## src/rtl/muldiv_unit.sv

```systemverilog
// muldiv_unit: iterative RV32M multiply/divide engine.
// One radix-2 step per clock (shift-add multiply, restoring divide) on operand
// magnitudes, followed by one sign-fixup cycle. Latency is fixed at WIDTH+1
// cycles from the accepting edge to the done pulse, independent of operands.
// Ports:
//   clk     rising-edge clock
//   reset   synchronous active-high reset (aborts any operation in flight)
//   start   request, sampled only while idle
//   funct3  RV32M op select (000 MUL .. 111 REMU), sampled with start
//   a, b    rs1 / rs2 operands, sampled with start
//   result  registered result, updated only in the done cycle (or cleared by reset)
//   busy    high while an operation is in flight
//   done    one-cycle completion pulse, result valid in the same cycle
module muldiv_unit #(
  parameter int WIDTH = 32
) (
  input  logic             clk,
  input  logic             reset,
  input  logic             start,
  input  logic [2:0]       funct3,
  input  logic [WIDTH-1:0] a,
  input  logic [WIDTH-1:0] b,
  output logic [WIDTH-1:0] result,
  output logic             busy,
  output logic             done
);

  localparam int CW = $clog2(WIDTH);
  localparam logic [CW-1:0] LAST_CNT = CW'(WIDTH - 1);
  localparam logic [WIDTH-1:0] MOST_NEG = {1'b1, {(WIDTH-1){1'b0}}};

  typedef enum logic [1:0] {S_IDLE, S_CALC, S_FIX} state_t;

  state_t             state_q, state_d;
  logic [2:0]         op_q, op_d;
  logic               sign_a_q, sign_a_d;
  logic               sign_b_q, sign_b_d;
  logic [WIDTH-1:0]   a_mag_q, a_mag_d;     // multiplicand / dividend shift register
  logic [WIDTH-1:0]   b_mag_q, b_mag_d;     // multiplier shift register / divisor
  logic [WIDTH-1:0]   a_raw_q, a_raw_d;     // original rs1, needed for REM by zero
  logic [2*WIDTH-1:0] acc_q, acc_d;         // product, or {remainder, quotient}
  logic [CW-1:0]      cnt_q, cnt_d;
  logic               div0_q, div0_d;
  logic               ovf_q, ovf_d;
  logic [WIDTH-1:0]   result_q, result_d;
  logic               done_q, done_d;

  logic               signed_a, signed_b;
  logic [WIDTH:0]     mul_sum;
  logic [WIDTH:0]     div_part;
  logic [WIDTH:0]     div_diff;
  logic [2*WIDTH-1:0] prod_fix;
  logic [WIDTH-1:0]   quot_fix;
  logic [WIDTH-1:0]   rem_fix;
  logic [WIDTH-1:0]   fix_result;

  // Which operands are interpreted as signed for the incoming funct3.
  always_comb begin
    signed_a = (funct3 == 3'b001) || (funct3 == 3'b010) ||
               (funct3 == 3'b100) || (funct3 == 3'b110);
    signed_b = (funct3 == 3'b001) || (funct3 == 3'b100) || (funct3 == 3'b110);
  end

  // Sign correction and result selection, consumed in the FIX cycle.
  always_comb begin
    prod_fix = (sign_a_q ^ sign_b_q) ? -acc_q : acc_q;
    quot_fix = (sign_a_q ^ sign_b_q) ? -acc_q[WIDTH-1:0] : acc_q[WIDTH-1:0];
    rem_fix  = sign_a_q ? -acc_q[2*WIDTH-1:WIDTH] : acc_q[2*WIDTH-1:WIDTH];
    case (op_q)
      3'b000:                 fix_result = prod_fix[WIDTH-1:0];
      3'b001, 3'b010, 3'b011: fix_result = prod_fix[2*WIDTH-1:WIDTH];
      3'b100, 3'b101:         fix_result = quot_fix;
      default:                fix_result = rem_fix;
    endcase
    if (div0_q) begin
      fix_result = op_q[1] ? a_raw_q : '1;
    end else if (ovf_q) begin
      fix_result = op_q[1] ? '0 : MOST_NEG;
    end
  end

  always_comb begin
    state_d  = state_q;
    op_d     = op_q;
    sign_a_d = sign_a_q;
    sign_b_d = sign_b_q;
    a_mag_d  = a_mag_q;
    b_mag_d  = b_mag_q;
    a_raw_d  = a_raw_q;
    acc_d    = acc_q;
    cnt_d    = cnt_q;
    div0_d   = div0_q;
    ovf_d    = ovf_q;
    result_d = result_q;
    done_d   = 1'b0;

    // Multiply step: add multiplicand into the high half when the current
    // multiplier bit is set, then shift the whole (carry, acc) right by one.
    mul_sum  = {1'b0, acc_q[2*WIDTH-1:WIDTH]} + (b_mag_q[0] ? {1'b0, a_mag_q} : '0);
    // Divide step: bring the next dividend bit into the partial remainder and
    // trial-subtract; a set MSB on the difference means the subtract failed.
    div_part = {acc_q[2*WIDTH-1:WIDTH], a_mag_q[WIDTH-1]};
    div_diff = div_part - {1'b0, b_mag_q};

    case (state_q)
      S_IDLE: begin
        if (start) begin
          state_d  = S_CALC;
          op_d     = funct3;
          sign_a_d = signed_a & a[WIDTH-1];
          sign_b_d = signed_b & b[WIDTH-1];
          a_mag_d  = (signed_a & a[WIDTH-1]) ? -a : a;
          b_mag_d  = (signed_b & b[WIDTH-1]) ? -b : b;
          a_raw_d  = a;
          acc_d    = '0;
          cnt_d    = '0;
          div0_d   = funct3[2] && (b == '0);
          ovf_d    = (funct3 == 3'b100 || funct3 == 3'b110) &&
                     (a == MOST_NEG) && (b == '1);
        end
      end
      S_CALC: begin
        if (op_q[2]) begin
          if (!div_diff[WIDTH]) begin
            acc_d = {div_diff[WIDTH-1:0], acc_q[WIDTH-2:0], 1'b1};
          end else begin
            acc_d = {div_part[WIDTH-1:0], acc_q[WIDTH-2:0], 1'b0};
          end
          a_mag_d = a_mag_q << 1;
        end else begin
          acc_d   = {mul_sum, acc_q[WIDTH-1:1]};
          b_mag_d = b_mag_q >> 1;
        end
        cnt_d = cnt_q + 1'b1;
        if (cnt_q == LAST_CNT) begin
          state_d = S_FIX;
        end
      end
      S_FIX: begin
        result_d = fix_result;
        done_d   = 1'b1;
        cnt_d    = '0;
        state_d  = S_IDLE;
      end
      default: state_d = S_IDLE;
    endcase
  end

  always_ff @(posedge clk) begin
    if (reset) begin
      state_q  <= S_IDLE;
      op_q     <= '0;
      sign_a_q <= 1'b0;
      sign_b_q <= 1'b0;
      a_mag_q  <= '0;
      b_mag_q  <= '0;
      a_raw_q  <= '0;
      acc_q    <= '0;
      cnt_q    <= '0;
      div0_q   <= 1'b0;
      ovf_q    <= 1'b0;
      result_q <= '0;
      done_q   <= 1'b0;
    end else begin
      state_q  <= state_d;
      op_q     <= op_d;
      sign_a_q <= sign_a_d;
      sign_b_q <= sign_b_d;
      a_mag_q  <= a_mag_d;
      b_mag_q  <= b_mag_d;
      a_raw_q  <= a_raw_d;
      acc_q    <= acc_d;
      cnt_q    <= cnt_d;
      div0_q   <= div0_d;
      ovf_q    <= ovf_d;
      result_q <= result_d;
      done_q   <= done_d;
    end
  end

  assign busy   = (state_q != S_IDLE);
  assign done   = done_q;
  assign result = result_q;

endmodule

```

## config.mk

```make
export PLATFORM = sky130hd
export DESIGN_NAME = muldiv_unit
export DESIGN_NICKNAME = d
export VERILOG_FILES = /design/src/rtl/muldiv_unit.sv
export SDC_FILE = /design/constraint.sdc
export NUM_CORES = 1
export LEC_CHECK = 0
export BUFFER_PORTS_ARGS = -buffer_cell sky130_fd_sc_hd__buf_2
export CAP_MARGIN = 20
export CORE_UTILIZATION = 45
export DETAILED_ROUTE_END_ITERATION = 8
export PLACE_DENSITY_LB_ADDON = 0.2
export SYNTH_ARGS = -nofsm -noshare
export SYNTH_HDL_FRONTEND = slang
export SYNTH_SLANG_ARGS = --single-unit
export TNS_END_PERCENT = 50
```

## constraint.sdc

```tcl
create_clock -name clk -period 7.8 [get_ports clk]
set_input_delay 1.56 -clock clk [delete_from_list [all_inputs] [get_ports clk]]
set_output_delay 1.56 -clock clk [all_outputs]
set_load 0.01 [all_outputs]
```

==> metrics.md, run 1 <==
| Metric | Value |
|---|---|
| Outcome | `finished, violations left` |
| Failing checks | `design-rule violations` |
| Clk slew on worst S/H paths | `0.06 ns` |
| Commonest non-fill, non-tap cells in the layout | `nor2_1 (317), a21oi_1 (238), dfxtp_1 (206)` |
| VDD IR max | `203 uV` |
| CTS root buffer | `clkbuf_16` |
| DPL Wire Length | `42,400 um` |
| ANT nets after route | `0` |
| CP Launch Point | `acc_q[32]` |
| Max-slew violations | `0` |
| # nets final | `2,374` |
| Max Freq | `0.243 GHz` |
| Slew HR | `18.3%` |
| Die Height | `193 um` |
| Ports | `104` |
| EDFF count, synth | `0` |
| Largest net degree at the start of global routing | `79` |
| Critical-path maximum fanout | `8` |
| Critical path startpoint category | `register` |
| Critical Path AT | `4.51 ns` |
| Rows | `69` |
| CTS H-Tree Depth | `1` |
| Skew final | `0.0356 ns` |
| # setup viols final | `0` |
| Fin. Hold Viols | `0` |
| Reported max-cap violation count | `0` |
| Drt drc | `2` |
| Via/cell ratio | `6.16` |
| Routed vias | `16,694` |
| Mapped Avg Cell Area | `7.30 um^2` |
| Reg2reg path depth | `11` |
| YS warnings | `0` |
| Setup TNS | `0 ns` |
| Power per cell area | `175 mW/mm^2` |
| Longest Clk Path Bufs | `3` |
| Vias in the first global route | `15,100` |
| Power Total | `3150 uW` |
| TritonRoute pass-1 iters | `8` |
| Hold Path Class | `reg2reg` |
| Worst-Margin Slew | `1.19 ns` |
| First-pass GRT wire length | `87,400 um` |
| Ratio of cells with drive above 1 in the final layout | `10.2%` |
| Asr flop ratio synth | `0%` |
| WL per Instance | `21.0 um` |
| Post-synthesis cell type count | `82` |
| Clock insertion delay at the later pin of the skew report | `0.57 ns` |
| Pleak | `0.00720 uW` |
| GPL Wtd Cong | `0.945` |
| Core Area | `0.0357 mm^2` |
| CTS tree | `built` |
| DIE AREA | `0.0372 mm^2` |
| Synth Register Bits | `207` |
| R2r setup slk | `3.69 ns` |
| GRT Residual Overflow | `0` |
| Worst setup path end | `result[24]` |
| Reg2reg end | `result[24]` |
| CP required | `8.20 ns` |
| Critical path capture point type | `register` |
| Final min period | `4.11 ns` |
| Synthesized area | `0.0164 mm^2` |
| Initial core utilization | `45.9%` |
| Initial drt markers | `1,389` |
| Hold buffers post-CTS | `0` |
| Antenna diode count | `0` |
| Gate Count Post-Synth | `2,245` |
| Initial antenna violation count | `0` |
| Clock buffer count from CTS | `27` |
| RSZ-0062 raised after global routing | `false` |
| CTS sink count | `207` |
| CP Class | `reg2reg` |
| Port bufs | `103` |
| Register area share after synthesis | `25.3%` |
| Syn_nets | `2,389` |
| Die X | `193 um` |
| Commonest non-fill, non-tap cell in the layout | `nor2_1` |
| Final WL | `56,900 um` |
| Synth-to-layout area growth | `9.88%` |
| Total global-route track usage | `30.4%` |
| Primary FF master, synth | `dfxtp_1` |
| Post-CTS Setup Bufs | `0` |
| Final period utilization | `52.7%` |
| Post-CTS sizing | `0` |
| RR Startpoint | `acc_q[32]` |
-- cell families after synthesis --
family | share of synthesized area, %
and+or+nand+nor | 22.6
AOI/OAI and AO/OA | 27.6
buffers and inverters | 5.58
DFF | 25.3
xor gates and xnor gates | 9.67
adders and majority gates | 5.74
muxes | 3.52
-- registers in the layout, indices dropped and copies added (netlist names) --
| signal | cells |
|---|---|
| done | 1 |
| sign_a_q | 1 |
| cnt_q | 5 |
| sign_b_q | 1 |
| state_q | 2 |
| a_mag_q | 32 |
| acc_q | 64 |
| a_raw_q | 32 |
| result | 32 |
| div0_q | 1 |
| b_mag_q | 32 |
| op_q | 3 |
| ovf_q | 1 |
-- worst min-delay path by stage --
stage | from | endpoint | slack, ns | depth (start not counted)
after floorplan | a_raw_q[0] | a_raw_q[0] | 0.43 | 2
after global placement | a_raw_q[8] | a_raw_q[8] | 0.44 | 2
after detailed placement | a_raw_q[12] | a_raw_q[12] | 0.44 | 2
after CTS | a_raw_q[12] | a_raw_q[12] | 0.45 | 2
after global routing | a_raw_q[20] | a_raw_q[20] | 0.47 | 2
final | a_raw_q[6] | a_raw_q[6] | 0.45 | 2
-- worst max-delay path, stage by stage (launching register included) --
cell      delay, ns
dfxtp_1        0.42
inv_1          0.27
ha_1           0.25
nor3b_4        0.30
nand3_1        0.25
or4b_1         0.72
nor3_2         0.30
nand2_1        0.11
o21ai_0        0.22
xnor2_1        0.09
a222oi_1       0.84
o22ai_1        0.18
-- power by group --
| group | total, uW | internal (uW) | leakage [uW] | switching [uW] |
|---|---|---|---|---|
| registers | 1150 | 1100 | 0.00168 | 51.1 |
| logic | 691 | 256 | 0.00506 | 435 |
| clock network | 1310 | 784 | 0.000449 | 527 |
| total | 3150 | 2140 | 0.00720 | 1010 |
-- cells in the mapped netlist (7+ instances only) --
library cell | instances | share of area [%]
nor2_1 | 319 | 7.3
a22oi_1 | 10 | 0.46
nand3_1 | 27 | 0.82
o21a_1 | 23 | 1.1
or3_1 | 27 | 1.0
a31oi_1 | 17 | 0.65
clkbuf_1 | 154 | 3.5
o22ai_1 | 14 | 0.53
a311oi_1 | 24 | 1.3
nor4_1 | 11 | 0.42
o41ai_1 | 12 | 0.64
a221oi_1 | 17 | 0.91
nor2b_1 | 11 | 0.42
or4_1 | 8 | 0.37
nand4_1 | 15 | 0.57
buf_1 | 7 | 0.16
o31ai_1 | 19 | 0.87
xnor2_1 | 110 | 5.9
inv_1 | 62 | 1.4
nor3_1 | 47 | 1.4
nand2b_1 | 22 | 0.84
a222oi_1 | 14 | 0.86
o211ai_1 | 13 | 0.60
a211oi_1 | 54 | 2.5
and2_1 | 39 | 1.5
dfxtp_1 | 207 | 25
ha_1 | 72 | 5.5
a21o_1 | 36 | 1.6
mux2i_1 | 52 | 3.2
and3_1 | 14 | 0.53
xor2_1 | 69 | 3.7
o221ai_1 | 8 | 0.43
o21ai_0 | 151 | 4.6
o21bai_1 | 9 | 0.41
nand2_1 | 203 | 4.7
a21oi_1 | 240 | 7.3
-- per-stage QoR --
| step | hold slack (ns) | instance area (um^2) | std cells | utilization [%] | worst slack, ns |
|---|---|---|---|---|---|
| floorplan | 0.433 | 16400 | 2245 | - | 4.09 |
| global placement | 0.442 | 17000 | 2660 | 47.8 | 3.60 |
| detailed placement | 0.444 | 17100 | 2661 | 47.8 | 3.58 |
| CTS | 0.452 | 18000 | 2711 | 50.5 | 3.82 |
| global route | 0.471 | 18000 | 2712 | 50.5 | 3.42 |
| finish | 0.449 | 18000 | 2712 | 50.5 | 3.69 |
-- routing by layer --
layer / global-route usage [%] / vias up / share of wire [%]
li1: - / 8019 / -
met1: 42.6 / 7958 / 45
met3: 5.36 / 94 / 8.5
met4: 7.78 / 0 / 2.3
met5: 0 / - / 0
met2: 47.7 / 623 / 44
-- cell type report --
class | count | area, um^2
Timing Repair Buffer | 127 | 709
Multi-Input combinational cell | 1805 | 11400
Inverter | 62 | 233
Tap cell | 461 | 577
Sequential cell | 207 | 4150
Clock buffer | 33 | 748
Fill cell | 3527 | 17700
Clock inverter | 17 | 188
Power figures use the tool's default switching activity.
==> inputs of run 2 (changes only) <==
ABC_AREA = 1   (was not set)
clock period = 3.4 ns   (was 7.8 ns; I/O delays follow)
==> run 2 against run 1 <==
  * The run now ends clean
  * Clock skew fell by 0.021 ns
  * First-iteration DRC count rose by 110%
  * Setup slack got worse by 3.3 ns
  * Clock power rose by 110%
  * Combinational power rose to 4.4 times the previous value
  * Global-route usage rose by 8.2 points
  * Synthesized cell count rose by 48%
  * Clock-buffer cell count rose by 3
  * Sequential share of layout area fell by 3.1 points
  * Area after synthesis rose by 16%
  * Critical endpoint is now acc_q[50]
  * Largest cell class unchanged
  * Largest power group is now combinational cells
  * Highest routed layer unchanged
==> metrics.md, run 2 <==
| Metric | Value |
|---|---|
| Post-CTS sizing | `0` |
| VDD IR max | `369 uV` |
| Ports | `104` |
| CP required | `3.89 ns` |
| Most common cell in the synthesized netlist | `nand2_1` |
| Outcome | `finished clean` |
| GRT Residual Overflow | `0` |
| Total global-route track usage | `38.7%` |
| Fin area | `0.0208 mm^2` |
| Longest Clk Path Bufs | `3` |
| RSZ-0062 raised after global routing | `false` |
| Commonest non-fill, non-tap cells in the layout | `nand2_1 (906), nor2_1 (469), inv_1 (342)` |
| Area leader, netlist | `dfxtp_1` |
| Max-slew violations | `0` |
| Final cell count without fillers | `3,911` |
| Worst Path Buf+Inv | `3` |
| Worst-Margin Slew | `0.922 ns` |
| Primary FF master, synth | `dfxtp_1` |
| Ratio of cells with drive above 1 in the final layout | `8.52%` |
| Via/cell ratio | `5.94` |
| Post-CTS Setup Bufs | `0` |
| Multi-input logic area | `0.0129 mm^2` |
| GPL Wtd Cong | `1.07` |
| Final min period | `3.03 ns` |
| # setup viols final | `0` |
| Hold Crit Start | `a[1]` |
| Setup TNS | `0 ns` |
| Initial core utilization | `46.1%` |
| Max reg flops | `64` |
| YS warnings | `0` |
| Reg2reg end | `acc_q[50]` |
| Core Area | `0.0412 mm^2` |
| Proportion of netlist area held by the largest area contributor | `21.8%` |
| Drt drc | `0` |
| EDFF count, synth | `0` |
| Skew final | `0.0144 ns` |
| Power per cell area | `407 mW/mm^2` |
| DPL Wire Length | `67,000 um` |
| Syn_nets | `3,468` |
| Rows | `74` |
| Commonest non-fill, non-tap cell in the layout | `nand2_1` |
| Register area share after synthesis | `21.8%` |
| TritonRoute pass-1 iters | `6` |
| Synthesized area | `0.0190 mm^2` |
| Routed vias | `23,248` |
| Final period utilization | `89.2%` |
| Antenna diode count | `0` |
| RR Startpoint | `acc_q[32]` |
| Clock insertion delay at the later pin of the skew report | `0.57 ns` |
| Final WL | `85,900 um` |
| Pleak | `0.0101 uW` |
| Crit path cell chain | `inv_2 -> fa_1 -> inv_1 -> nand2_1 -> nand2_1 -> nand3_1 -> nand2_2 -> nand2_2 -> nand2_4 -> nand2_4 -> nand2_2 -> nand2_2 -> nand2_2 -> buf_4 -> nand3_1 -> nand3_1 -> nand2_1 -> a21oi_1` |
| Clock buffer count from CTS | `25` |
| Largest net degree at the start of global routing | `99` |
| WL per Instance | `22.0 um` |
| First-pass GRT wire length | `129,000 um` |
| Area after DPL | `0.0200 mm^2` |
| Asr flop ratio synth | `0%` |
| Clk slew on worst S/H paths | `0.06 ns` |
| Vias in the first global route | `21,135` |
| CTS sink count | `207` |
| Max Freq | `0.330 GHz` |
| CTS H-Tree Depth | `1` |
| Slew HR | `38.5%` |
| Critical path capture point type | `register` |
| Max incr delay on CP | `0.61 ns` |
| Slowest library cell on the worst path | `dfxtp_1` |
| R2r setup slk | `0.37 ns` |
| Fin. Hold Viols | `0` |
| Post-synthesis cell type count | `51` |
| Critical Path AT | `3.52 ns` |
| Hold buffers post-CTS | `0` |
| ANT nets after route | `0` |
| CP Class | `reg2reg` |
| Synth area leaders | `dfxtp_1 (22%), nand2_1 (18%), nor2_1 (9.3%), a21oi_1 (7.6%), inv_1 (6.8%)` |
| Delay-heaviest family, CP | `simple AND/OR/NAND/NOR gates` |
| Worst Hold Endpoint | `a_raw_q[1]` |
| Commonest cells post-synth | `nand2_1 (906), nor2_1 (473), inv_1 (343)` |
| Filler cells | `4,419` |
| Die X | `207 um` |
| Hold Path Class | `in2reg` |
| Synth-to-layout area growth | `9.60%` |
| Initial drt markers | `2,899` |
| Hold Crit Depth | `3` |
| CTS root buffer | `clkbuf_16` |
| Synth Register Bits | `207` |
| Critical-path maximum fanout | `18` |
| CTS tree | `built` |
| Die Height | `207 um` |
| Initial antenna violation count | `0` |
| Mapped Avg Cell Area | `5.71 um^2` |
| Power Total | `8480 uW` |
| Register area | `0.00414 mm^2` |
| Critical path startpoint category | `register` |
| Gate Count Post-Synth | `3,324` |
| Placed Instances | `3,868` |
| Most flops, register | `acc_q` |
| Fin util | `50.5%` |
| Cell mode on critical path | `nand2_2` |
| Reg2reg path depth | `18` |
| Reported max-cap violation count | `0` |
| DIE AREA | `0.0430 mm^2` |
| Port bufs | `103` |
| # nets final | `3,507` |
[run 2: cell count changes after synthesis, moves of 33 or more]
cell      previous run  this run
nand3_1             27       249
a21oi_1            240       290
mux2i_1             52         0
and2_1              39         4
clkbuf_1           154        97
o21ai_0            151       228
xnor2_1            110        20
nor2_1             319       473
inv_1               62       343
a211oi_1            54         0
a21o_1              36         3
nand2_1            203       906
[run 2: worst max path at each step]
stage / start / depth (start not counted) / end / slack, ns
floorplan: b_mag_q[0] / 18 / acc_q[59] / 0.84
global placement: a[1] / 13 / a_mag_q[18] / 0.54
finish: acc_q[32] / 18 / acc_q[50] / 0.37
CTS: acc_q[32] / 18 / acc_q[50] / 0.46
detailed placement: acc_q[32] / 18 / acc_q[50] / 0.50
global route: acc_q[32] / 18 / acc_q[50] / 0.19
[run 2: cell families (layout without fill, tap and decap cells)]
family / Yosys count / count (layout) / share of synthesized area, %
buf+inv: 496 / 551 / 10.3
flops: 207 / 207 / 21.8
fa+ha+maj: 74 / 74 / 4.95
compound gates: 686 / 686 / 20.3
xor+xnor: 59 / 59 / 2.72
simple gates: 1802 / 1802 / 40.0
[run 2: stage by stage]
stage / setup slack [ns] / hold slack (ns)
final: 0.367 / 0.411
after global routing: 0.190 / 0.412
after CTS: 0.458 / 0.394
after detailed placement: 0.497 / 0.455
after global placement: 0.536 / 0.451
after floorplan: 0.837 / 0.440
[run 2: area by class of cell]
class / instances / share of cell area (%)
clock buffer: 36 / 3.54
clock inverter: 7 / 0.391
inverter: 356 / 6.42
multi-input combinational: 2621 / 62.0
sequential: 207 / 19.9
tap: 532 / 3.20
timing repair buffer: 152 / 4.50
[run 2: layer usage]
layer  global-route usage, %  vias up  wire length (um)
met1                    54.2    10833             37400
met5                       0        -                 0
li1                        -    10986                 -
met3                    5.36      173              8180
met2                    61.3     1256             37600
met4                    11.3        0              2750
[run 2: worst reg2reg max path, delay by kind of cell, from the launching register on]
family / cells / cell delay (ns)
AND/OR/NAND/NOR: 13 / 1.31
AO/OA/AOI/OAI: 1 / 0.11
buffers and inverters: 3 / 0.51
flip-flops: 1 / 0.61
adder cells (fa/ha/maj): 1 / 0.42
[run 2: report_power, final]
part           total [uW]  switching [uW]  internal, uW
logic                3010            2180           833
clock network        2770            1180          1580
registers            2700             143          2560
total                8480            3510          4970
